### src/rtl/multi_slow_clock.sv
// -----------------------------------------------------------------------------
// multi_slow_clock
//
// Multi-channel programmable slow-clock generator. Each channel divides clkin
// down to a 50% duty square wave (clkout) and emits a one-cycle strobe (tick)
// on every clkout toggle. Half period of a channel is div_reg+1 clkin cycles.
// The divide value of each channel can be rewritten at run time, each channel
// has its own count enable, and a shared sync strobe restarts every channel
// in phase.
//
// Parameters:
//   CNT_W       width of each channel's down-counter and divide register
//   NUM_CH      number of independent output channels (1..16)
//   CH_W        width of load_ch (2**CH_W >= NUM_CH)
//   DEFAULT_DIV divide value loaded into every channel on reset
//
// Ports:
//   clkin     in   1       system clock, rising edge only
//   rst       in   1       synchronous active-high reset
//   en        in   NUM_CH  per-channel count enable
//   sync      in   1       one-cycle strobe, restarts all channels at clkout=0
//   load      in   1       divide register write strobe
//   load_ch   in   CH_W    channel written by load (out-of-range is ignored)
//   load_val  in   CNT_W   new divide value D (half period = D+1 cycles)
//   clkout    out  NUM_CH  divided clock per channel
//   tick      out  NUM_CH  registered pulse coincident with each new clkout level
// -----------------------------------------------------------------------------
module multi_slow_clock #(
    parameter int CNT_W       = 25,
    parameter int NUM_CH      = 2,
    parameter int CH_W        = 1,
    parameter int DEFAULT_DIV = 9999999
) (
    input  logic              clkin,
    input  logic              rst,
    input  logic [NUM_CH-1:0] en,
    input  logic              sync,
    input  logic              load,
    input  logic [CH_W-1:0]   load_ch,
    input  logic [CNT_W-1:0]  load_val,
    output logic [NUM_CH-1:0] clkout,
    output logic [NUM_CH-1:0] tick
);

    localparam logic [CNT_W-1:0] DIV_RST = CNT_W'(DEFAULT_DIV);

    for (genvar i = 0; i < NUM_CH; i++) begin : g_ch
        logic [CNT_W-1:0] div_reg;
        logic [CNT_W-1:0] cnt;
        logic [CNT_W-1:0] div_next;
        logic             wr;
        logic             clk_q;
        logic             tick_q;

        // An index at or above NUM_CH matches no channel, so such a write
        // is dropped without touching any state.
        assign wr       = load && (int'(load_ch) == i);
        assign div_next = wr ? load_val : div_reg;

        always_ff @(posedge clkin) begin
            if (rst) begin
                div_reg <= DIV_RST;
                cnt     <= DIV_RST;
                clk_q   <= 1'b0;
                tick_q  <= 1'b0;
            end else begin
                div_reg <= div_next;
                if (sync) begin
                    // Restart from the freshly written divide value so a
                    // load and sync in the same cycle take effect together.
                    cnt    <= div_next;
                    clk_q  <= 1'b0;
                    tick_q <= 1'b0;
                end else if (en[i]) begin
                    if (cnt == '0) begin
                        // Reload uses the value in force before any
                        // same-cycle load; the load lands at the next reload.
                        cnt    <= div_reg;
                        clk_q  <= ~clk_q;
                        tick_q <= 1'b1;
                    end else begin
                        cnt    <= cnt - 1'b1;
                        tick_q <= 1'b0;
                    end
                end else begin
                    tick_q <= 1'b0;
                end
            end
        end

        assign clkout[i] = clk_q;
        assign tick[i]   = tick_q;
    end

endmodule
### config.mk
export PLATFORM = sky130hd
export DESIGN_NAME = multi_slow_clock
export DESIGN_NICKNAME = d
export VERILOG_FILES = /design/src/rtl/multi_slow_clock.sv
export SDC_FILE = /design/constraint.sdc
export NUM_CORES = 1
export LEC_CHECK = 0
export CORE_UTILIZATION = 55
export DETAILED_ROUTE_END_ITERATION = 8
export DONT_BUFFER_PORTS = 1
export PLACE_DENSITY = 0.7
export SLEW_MARGIN = 15
export SYNTH_ARGS = -nofsm -noshare
export SYNTH_HDL_FRONTEND = slang
export SYNTH_SLANG_ARGS = --single-unit
### constraint.sdc
create_clock -name clkin -period 3.03 [get_ports clkin]
set_input_delay 0.303 -clock clkin [delete_from_list [all_inputs] [get_ports clkin]]
set_output_delay 0.303 -clock clkin [all_outputs]
set_load 0.1 [all_outputs]
==> results of run 1 <==
==> where the power goes <==
| part | internal, mW | leakage (nW) | switching, mW |
|---|---|---|---|
| Sequential | 1.45 | 0.857 | 0.0958 |
| Clock | 0.406 | 0.0949 | 0.497 |
| Combinational | 0.149 | 1.20 | 0.192 |
==> per-stage QoR <==
stage	total power [mW]	hold WS (ns)	instance area, sq um
6_report	2.79	0.0173	5750
5_1_grt	2.91	0.00262	5750
4_1_cts	2.80	0.00484	5750
3_5_place_dp	1.90	0.392	5510
3_3_place_gp	1.89	0.387	5510
2_1_floorplan	1.82	0.417	5380
==> cells in the final DEF, fill, tap and decap left out, types with 6 or more instances in the layout <==
master and instances:
nor2_1 62, o21ai_0 29, nor2b_1 6, buf_4 21, a22oi_1 8, xor2_1 10, o22ai_1 8, mux2i_1 36
xnor2_1 11, inv_1 8, o211a_1 6, nor4_1 21, or4_1 9, o211ai_1 8, dfxtp_1 104, a221o_1 7
a31oi_1 11, clkbuf_8 10, nand3_1 44, a21oi_1 22, nand2b_1 8, nand2_1 57, nor3_1 30
==> worst max path at each step <==
| stage | start | end | slack, ns | cells past startpoint |
|---|---|---|---|---|
| floorplan | g_ch[0].cnt[3]$_SDFFE_PP1P_ | g_ch[0].cnt[3]$_SDFFE_PP1P_ | 0.58 | 6 |
| global placement | g_ch[0].cnt[0]$_SDFFE_PP1P_ | g_ch[0].cnt[4]$_SDFFE_PP1P_ | 0.51 | 8 |
| detailed placement | g_ch[0].cnt[0]$_SDFFE_PP1P_ | g_ch[0].cnt[4]$_SDFFE_PP1P_ | 0.33 | 8 |
| CTS | g_ch[0].cnt[0]$_SDFFE_PP1P_ | g_ch[0].cnt[4]$_SDFFE_PP1P_ | 0.32 | 8 |
| global route | g_ch[0].cnt[0]$_SDFFE_PP1P_ | g_ch[0].cnt[14]$_SDFFE_PP0P_ | 0.06 | 8 |
| finish | g_ch[0].cnt[0]$_SDFFE_PP1P_ | g_ch[0].cnt[4]$_SDFFE_PP1P_ | 0.26 | 8 |
==> repair_timing <==
action,CTS,global route
endpoints found under the hold margin,30,0
resized for setup,0,0
hold buffers,3,0
setup endpoints to repair,0,0
==> routing by layer <==
layer	part of all wire, %	track usage, %
met5	0	0
met4	2.2	11.1
met3	9.6	8.39
met2	42	45.9
met1	46	46.0
==> area by class of cell <==
class,instances,share of cell area (%)
Multi-Input combinational cell,486,53.4
Sequential cell,104,36.2
Tap cell,129,2.81
Inverter,9,0.587
Timing Repair Buffer,24,3.44
Clock buffer,10,2.39
Clock inverter,6,1.15
==> cells by family after synthesis <==
kind of cell	count (synthesis)	synth area share, %
AO/OA/AOI/OAI	148	19.2
XOR/XNOR	21	3.42
adder cells (fa/ha/maj)	2	0.465
buffers and inverters	54	4.14
flip-flops	104	38.7
multiplexers	42	8.03
AND/OR/NAND/NOR	273	26.1
==> synth_stat cells (5+ instances only) <==
library cell and n:
o211ai_1 8, a21oi_1 22, a211oi_1 5, mux2_2 5, a22oi_1 8, a31oi_1 11, or2_2 5, nand2b_1 8
nor2_1 62, nor3_1 30, or4_1 9, mux2i_1 36, a221o_1 7, nor4_1 21, clkbuf_1 36, nand3_1 44
xor2_1 10, dfxtp_1 104, o22ai_1 8, nand4_1 5, o211a_1 6, xnor2_1 11, o31ai_1 5, o21ai_0 29
inv_1 8, nor2b_1 7, nand2_1 57
==> impl_metrics.yaml, run 1 <==
synth:
  async_flop_share_pct: 0
  syn-num-nets: 678
  ys_top_cells_by_area: "dfxtp_1 39%, mux2i_1 6.7%, nor2_1 4.3%, nand3_1 4.1%, nand2_1 4.0%"
  yosysWarnings: 0
  synthCells: 644
  synth-seq-cells: 104
  syn-cell-area_sq_um: 5380
  synth_edf_count: 0
  synth_top_area_share_pct: 38.7
  synth_cell_types: 68
  yosysSeqAreaShare_pct: 38.7
  ys.flop_type: "dfxtp_1"
  avgSynthCellArea_sq_um: 8.35
  yosysTopAreaCell: "dfxtp_1"
timing:
  tightest_slew_ns: 0.979
  hold_viol_final: 0
  finalCriticalPeriod_ns: 2.77
  fin_worst_skew_ns: 0.0155
  finalCritPeriodShare_pct: 91.3
  fmax_ghz: 0.361
  setup_ws_ns: 0.262
  fin_tns_setup_ns: 0
  max-slew-margin-rel_pct: 34.6
  setup_viol_count_final: 0
  maxSlewViolCount: 0
  rsz0062_at_grt: "false"
placed_design:
  gp_congestion: 0.973
  place_hpwl_um: 11000
  post-place-ws_ns: 0.335
  place_inst: 749
  port_buffers: 0
detailed_routing:
  drtIter0Drc: 398
  drt_pass1_iterations: 5
  detail_route.vias_per_cell: 6.61
  wl_um: 15500
  via_count: 5080
  drc: 0
  drtAntennaViolNets: 0
  wl_per_cell_um: 20.1
critical_path:
  critPathSlowestCell: "or4_1"
  critPathLaunchType: "flop"
  rr_endpoint: "g_ch[0].cnt[4]$_SDFFE_PP1P_"
  worstPathCellList: "inv_1, ha_1, nor4b_2, nand2_1, or4_1, buf_4, o211a_1, a221o_1"
  r2r-start: "g_ch[0].cnt[0]$_SDFFE_PP1P_"
  critPathKind: "reg -> reg"
  cp.buffers_inverters: 2
  crit_path_end_kind: "flop"
  ff2ff_path_depth: 8
  required_ns: 3.30
  r2r_setup_slack_ns: 0.26
  cp_max_fo: 12
  worstPathArrival_ns: 3.04
  crit_family: "simple AND/OR/NAND/NOR gates"
  slowest_delay_ns: 0.71
final_layout:
  final_util_pct: 61.4
  diodes: 0
  fin_nets: 668
  fin_cells: 768
  area_growth_pct: 7.00
  fillerInstances: 891
  multi_input_area_sq_um: 3070
  regArea_sq_um: 2080
  drive_gt1_share_pct: 9.23
clock_network:
  clock_sinks: 104
  clock_latency_ns: 0.39
  cts_tree: "done"
  cts_made_buffers: 9
  cts-root-buf: "clkbuf_8"
  cts_buffer_depth: 2
  cts.clk_slew.worst_paths_ns: 0.11
  post-cts-setup-buffers: 0
  cts_max_level: 3
floorplanning:
  chipHeight_um: 101
  rows: 35
  core_sq_um: 9370
  start_util_pct: 57.4
  ioPinCount: 36
  die_area_sq_um: 10200
  die_w_um: 101
grt:
  grt_pass1_wl_um: 24800
  grt_max_degree: 35
  gr-total-overflow: 0
  antenna_found_initial: 0
  grt_pass1_vias: 4660
  grt_usage_pct: 32.0
pwr:
  power_density_nw_per_um2: 486
  max-vdd-ir-drop_v: 0.000431
  leakagePower_nw: 2.15
worst_hold_path:
  min_path_cells: 1
  hp-start: "rst"
  min_to: "g_ch[0].cnt[7]$_SDFFE_PP0P_"
  hold_path.class: "in -> reg"
status:
  status: "finished clean"
job:
  max-cap-violations: 0
No activity file was read; power rests on OpenSTA's default activity.
==> inputs of run 2 (changes only) <==
- CORE_ASPECT_RATIO: not set -> 1.2
==> run 2 against run 1 <==
Compared with the run above: critical path depth fell by 3; clock power increased by 32%; worst hold slack worse by 0.0064 ns; flip-flop and latch count stayed put; register-to-register slack improved by 0.27 ns; non-clock buffer count shrank 1; via count decreased by 0.85%; die area about the same; critical path type unchanged; largest cell class unchanged; largest power group unchanged.
==> impl_metrics.yaml, run 2 (same netlist as run 1, synthesis figures left out) <==
pwr:
  max-vdd-ir-drop_v: 0.000250
  power_density_nw_per_um2: 528
  leakagePower_nw: 2.20
job:
  max-cap-violations: 0
clock_network:
  cts_made_buffers: 9
  cts.repair.resized: 0
  clock_sinks: 104
  cts-root-buf: "clkbuf_16"
  clock_latency_ns: 0.36
  cts_max_level: 3
  cts_buffer_depth: 2
  cts.clk_slew.worst_paths_ns: 0.07
  holdBufCountCts: 0
  cts_tree: "done"
  post-cts-setup-buffers: 0
detailed_routing:
  drc: 0
  wl_per_cell_um: 20.7
  drtAntennaViolNets: 0
  via_count: 5037
  drt_pass1_iterations: 5
  wl_um: 15800
  drtIter0Drc: 292
  detail_route.vias_per_cell: 6.62
timing:
  rsz0062_at_grt: "false"
  maxSlewViolCount: 0
  fmax_ghz: 0.400
  fin_worst_skew_ns: 0.00675
  finalCriticalPeriod_ns: 2.50
  hold_viol_final: 0
  fin_tns_setup_ns: 0
  max-slew-margin-rel_pct: 34.1
  finalCritPeriodShare_pct: 82.4
  setup_viol_count_final: 0
  setup_ws_ns: 0.533
  tightest_slew_ns: 0.987
floorplanning:
  die_area_sq_um: 10200
  chipHeight_um: 110
  rows: 39
  ioPinCount: 36
  core_sq_um: 9520
  die_w_um: 92.3
  start_util_pct: 56.5
placed_design:
  port_buffers: 0
  gp_congestion: 0.923
  place_inst: 745
  post-place-ws_ns: 0.570
  place_hpwl_um: 11400
critical_path:
  worstPathArrival_ns: 2.73
  cp.buffers_inverters: 0
  crit_family: "simple AND/OR/NAND/NOR gates"
  critPathSlowestCell: "or4_1"
  critPathLaunchType: "flop"
  r2r-start: "g_ch[1].cnt[2]$_SDFFE_PP1P_"
  crit_top_cell: "or4_1"
  startpoint: "g_ch[1].cnt[2]$_SDFFE_PP1P_"
  crit_path_end_kind: "flop"
  cp_max_fo: 9
  slowest_delay_ns: 0.69
  required_ns: 3.26
  worstPathCellList: "or4_1, or4_1, o31a_1, a211oi_1, o31ai_1"
  critPathKind: "reg -> reg"
grt:
  gr-total-overflow: 0
  grt_usage_pct: 32.3
  grt_max_degree: 49
  grt_pass1_wl_um: 25200
  grt_pass1_vias: 4723
  antenna_found_initial: 0
final_layout:
  fillerInstances: 849
  fin_cells: 761
  drive_gt1_share_pct: 9.40
  fin_nets: 667
  mostFrequentLayoutCell: "dfxtp_1"
  diodes: 0
  final_cell_mix: "104 x dfxtp_1, 62 x nor2_1, 57 x nand2_1"
  area_growth_pct: 8.12
worst_hold_path:
  hold_path.class: "in -> reg"
  hp-start: "rst"
status:
  status: "finished clean"
run 2: worst paths after layout:
path,slack [ns],cells past startpoint,to
max,0.53,5,g_ch[1].cnt[19]$_SDFFE_PP1P_
min,0.01,1,g_ch[1].cnt[8]$_SDFFE_PP0P_
max reg2reg,0.53,5,g_ch[1].cnt[19]$_SDFFE_PP1P_
min reg2reg,0.50,2,g_ch[1].cnt[20]$_SDFFE_PP1P_
run 2: report_power, final:
part	switching [mW]	leakage [nW]	internal, mW	total (mW)
Clock	0.551	0.150	0.643	1.19
Combinational	0.186	1.19	0.145	0.330
Sequential	0.0943	0.857	1.45	1.55
run 2: final cells by class:
cell class | instances | area (sq um) | area share [%]
multi-input cells | 486 | 3070 | 52.9
flip-flops and latches | 104 | 2080 | 35.8
clock buffers | 9 | 225 | 3.87
repair buffers | 23 | 173 | 2.97
well taps | 123 | 154 | 2.65
clock inverters | 7 | 71.3 | 1.23
inverters | 9 | 33.8 | 0.581
run 2: metal layers:
| metal | GRT usage, % | wire (um) |
|---|---|---|
| met1 | 39.3 | 6590 |
| met2 | 57.5 | 8050 |
| met3 | 5.14 | 765 |
| met4 | 12.5 | 365 |
| met5 | 0 | 0 |
run 2: worst reg2reg max path, cell delays in order, from the launching register on:
cell and delay (ns):
dfxtp_1 0.38, or4_1 0.69, or4_1 0.64, o31a_1 0.31
a211oi_1 0.25, o31ai_1 0.11
run 2: metrics by stage:
stage | util [%] | power [mW] | area [sq um] | hold slack [ns]
after global routing | 61.1 | 3.19 | 5810 | 0.000347
after global placement | 58.0 | 1.89 | 5520 | 0.377
after detailed placement | 58.0 | 1.90 | 5520 | 0.381
after CTS | 61.1 | 3.07 | 5810 | 0.00768
after floorplan | - | 1.82 | 5380 | 0.417
final | 61.1 | 3.07 | 5810 | 0.0109
==> inputs of run 3 (changes only) <==
- clock period: 3.03 -> 2.6 ns (I/O delays scaled with it)
==> run 3 against run 2 <==
Compared with the run above: critical path depth unchanged; flip-flop and latch count unchanged; sequential power increased by 16%; largest power group unchanged.
==> impl_metrics.yaml, run 3 (same netlist as run 1, synthesis figures left out) <==
status:
  status: "finished clean"
floorplanning:
  ioPinCount: 36
  die_area_sq_um: 10200
  die_w_um: 92.3
  chipHeight_um: 110
  start_util_pct: 56.5
  rows: 39
  core_sq_um: 9520
critical_path:
  crit_path_end_kind: "flop"
  critPathKind: "reg -> reg"
  cp_max_fo: 6
  worstPathArrival_ns: 2.58
  r2r-start: "g_ch[0].cnt[11]$_SDFFE_PP0P_"
  required_ns: 2.84
  critPathLaunchType: "flop"
  startpoint: "g_ch[0].cnt[11]$_SDFFE_PP0P_"
placed_design:
  place_inst: 758
  port_buffers: 0
  gp_congestion: 0.958
  place_hpwl_um: 11300
  post-place-ws_ns: 0.278
timing:
  fin_worst_skew_ns: 0.0125
  finalCriticalPeriod_ns: 2.34
  finalCritPeriodShare_pct: 90.1
  setup_viol_count_final: 0
  tightest_slew_ns: 0.935
  holdWs_ns: 0.0171
  rsz0062_at_grt: "false"
  setup_ws_ns: 0.258
  fmax_ghz: 0.427
  max-slew-margin-rel_pct: 37.6
  hold_viol_final: 0
  maxSlewViolCount: 0
  fin_tns_setup_ns: 0
clock_network:
  clock_sinks: 104
  cts_max_level: 3
  cts_tree: "done"
  cts.repair.resized: 0
  cts_made_buffers: 9
  cts_buffer_depth: 2
  cts-root-buf: "clkbuf_16"
  clock_latency_ns: 0.36
  cts.clk_slew.worst_paths_ns: 0.08
final_layout:
  drive_gt1_share_pct: 11.3
  area_growth_pct: 11.0
  fin_cells: 776
  final_cell_mix: "104 x dfxtp_1, 62 x nor2_1, 57 x nand2_1"
  fin_nets: 682
  mostFrequentLayoutCell: "dfxtp_1"
  diodes: 0
detailed_routing:
  wl_per_cell_um: 20.4
  via_count: 5033
  drtIter0Drc: 243
  drc: 0
  drtAntennaViolNets: 0
  detail_route.vias_per_cell: 6.49
  drt_pass1_iterations: 5
  wl_um: 15800
grt:
  grt_usage_pct: 32.3
  antenna_found_initial: 0
  grt_pass1_wl_um: 25100
  gr-total-overflow: 0
  grt_max_degree: 32
  grt_pass1_vias: 4932
worst_hold_path:
  hp-start: "rst"
  hold_path.class: "in -> reg"
pwr:
  max-vdd-ir-drop_v: 0.000370
  power_density_nw_per_um2: 610
  leakagePower_nw: 2.28
job:
  max-cap-violations: 0
## run 3: what timing repair did
action | in CTS | in global routing
buffers inserted | 0 | 0
hold endpoints to repair | 32 | 0
hold buffers | 2 | 0
## run 3: layout make-up
| cell class | count | area, sq um |
|---|---|---|
| sequential | 104 | 2080 |
| tap | 123 | 154 |
| clock buffer | 10 | 239 |
| inverter | 9 | 33.8 |
| clock inverter | 6 | 73.8 |
| timing repair buffer | 38 | 313 |
| multi-input combinational | 486 | 3070 |
| fill | 850 | 3550 |
## run 3: path summary, 6_finish.rpt
check,to,slack (ns),cells past startpoint
max,g_ch[0].cnt[3]$_SDFFE_PP1P_,0.26,5
min,g_ch[1].cnt[21]$_SDFFE_PP0P_,0.02,1
max reg2reg,g_ch[0].cnt[3]$_SDFFE_PP1P_,0.26,5
min reg2reg,g_ch[0].clk_q$_SDFFE_PP0P_,0.49,2
## run 3: stage by stage
| step | power [mW] | cell area [sq um] | util [%] |
|---|---|---|---|
| after floorplan | 2.13 | 5380 | - |
| after global placement | 2.21 | 5630 | 59.1 |
| after detailed placement | 2.22 | 5630 | 59.1 |
| after CTS | 3.64 | 5970 | 62.7 |
| after global routing | 3.78 | 5970 | 62.7 |
| final | 3.64 | 5970 | 62.7 |
## run 3: worst max-delay path: stages, from the launching register on
cell and delay (ns):
dfxtp_1 0.36, or4_1 0.60, or4_4 0.47, nor3_4 0.21, mux2_4 0.31, a221o_1 0.28
## run 3: layer usage
metal / wire length (um) / up-vias / track usage (%)
li1: - / 2409 / -
met1: 6480 / 2410 / 37.4
met2: 7830 / 170 / 57.9
met3: 939 / 44 / 5.35
met4: 560 / 0 / 16.1
met5: 0 / - / 0
## run 3: where the power goes
part	total [mW]	switching [mW]	leakage, nW	internal [mW]
Sequential	1.80	0.102	0.857	1.69
Combinational	0.415	0.233	1.27	0.182
Clock	1.43	0.642	0.154	0.787
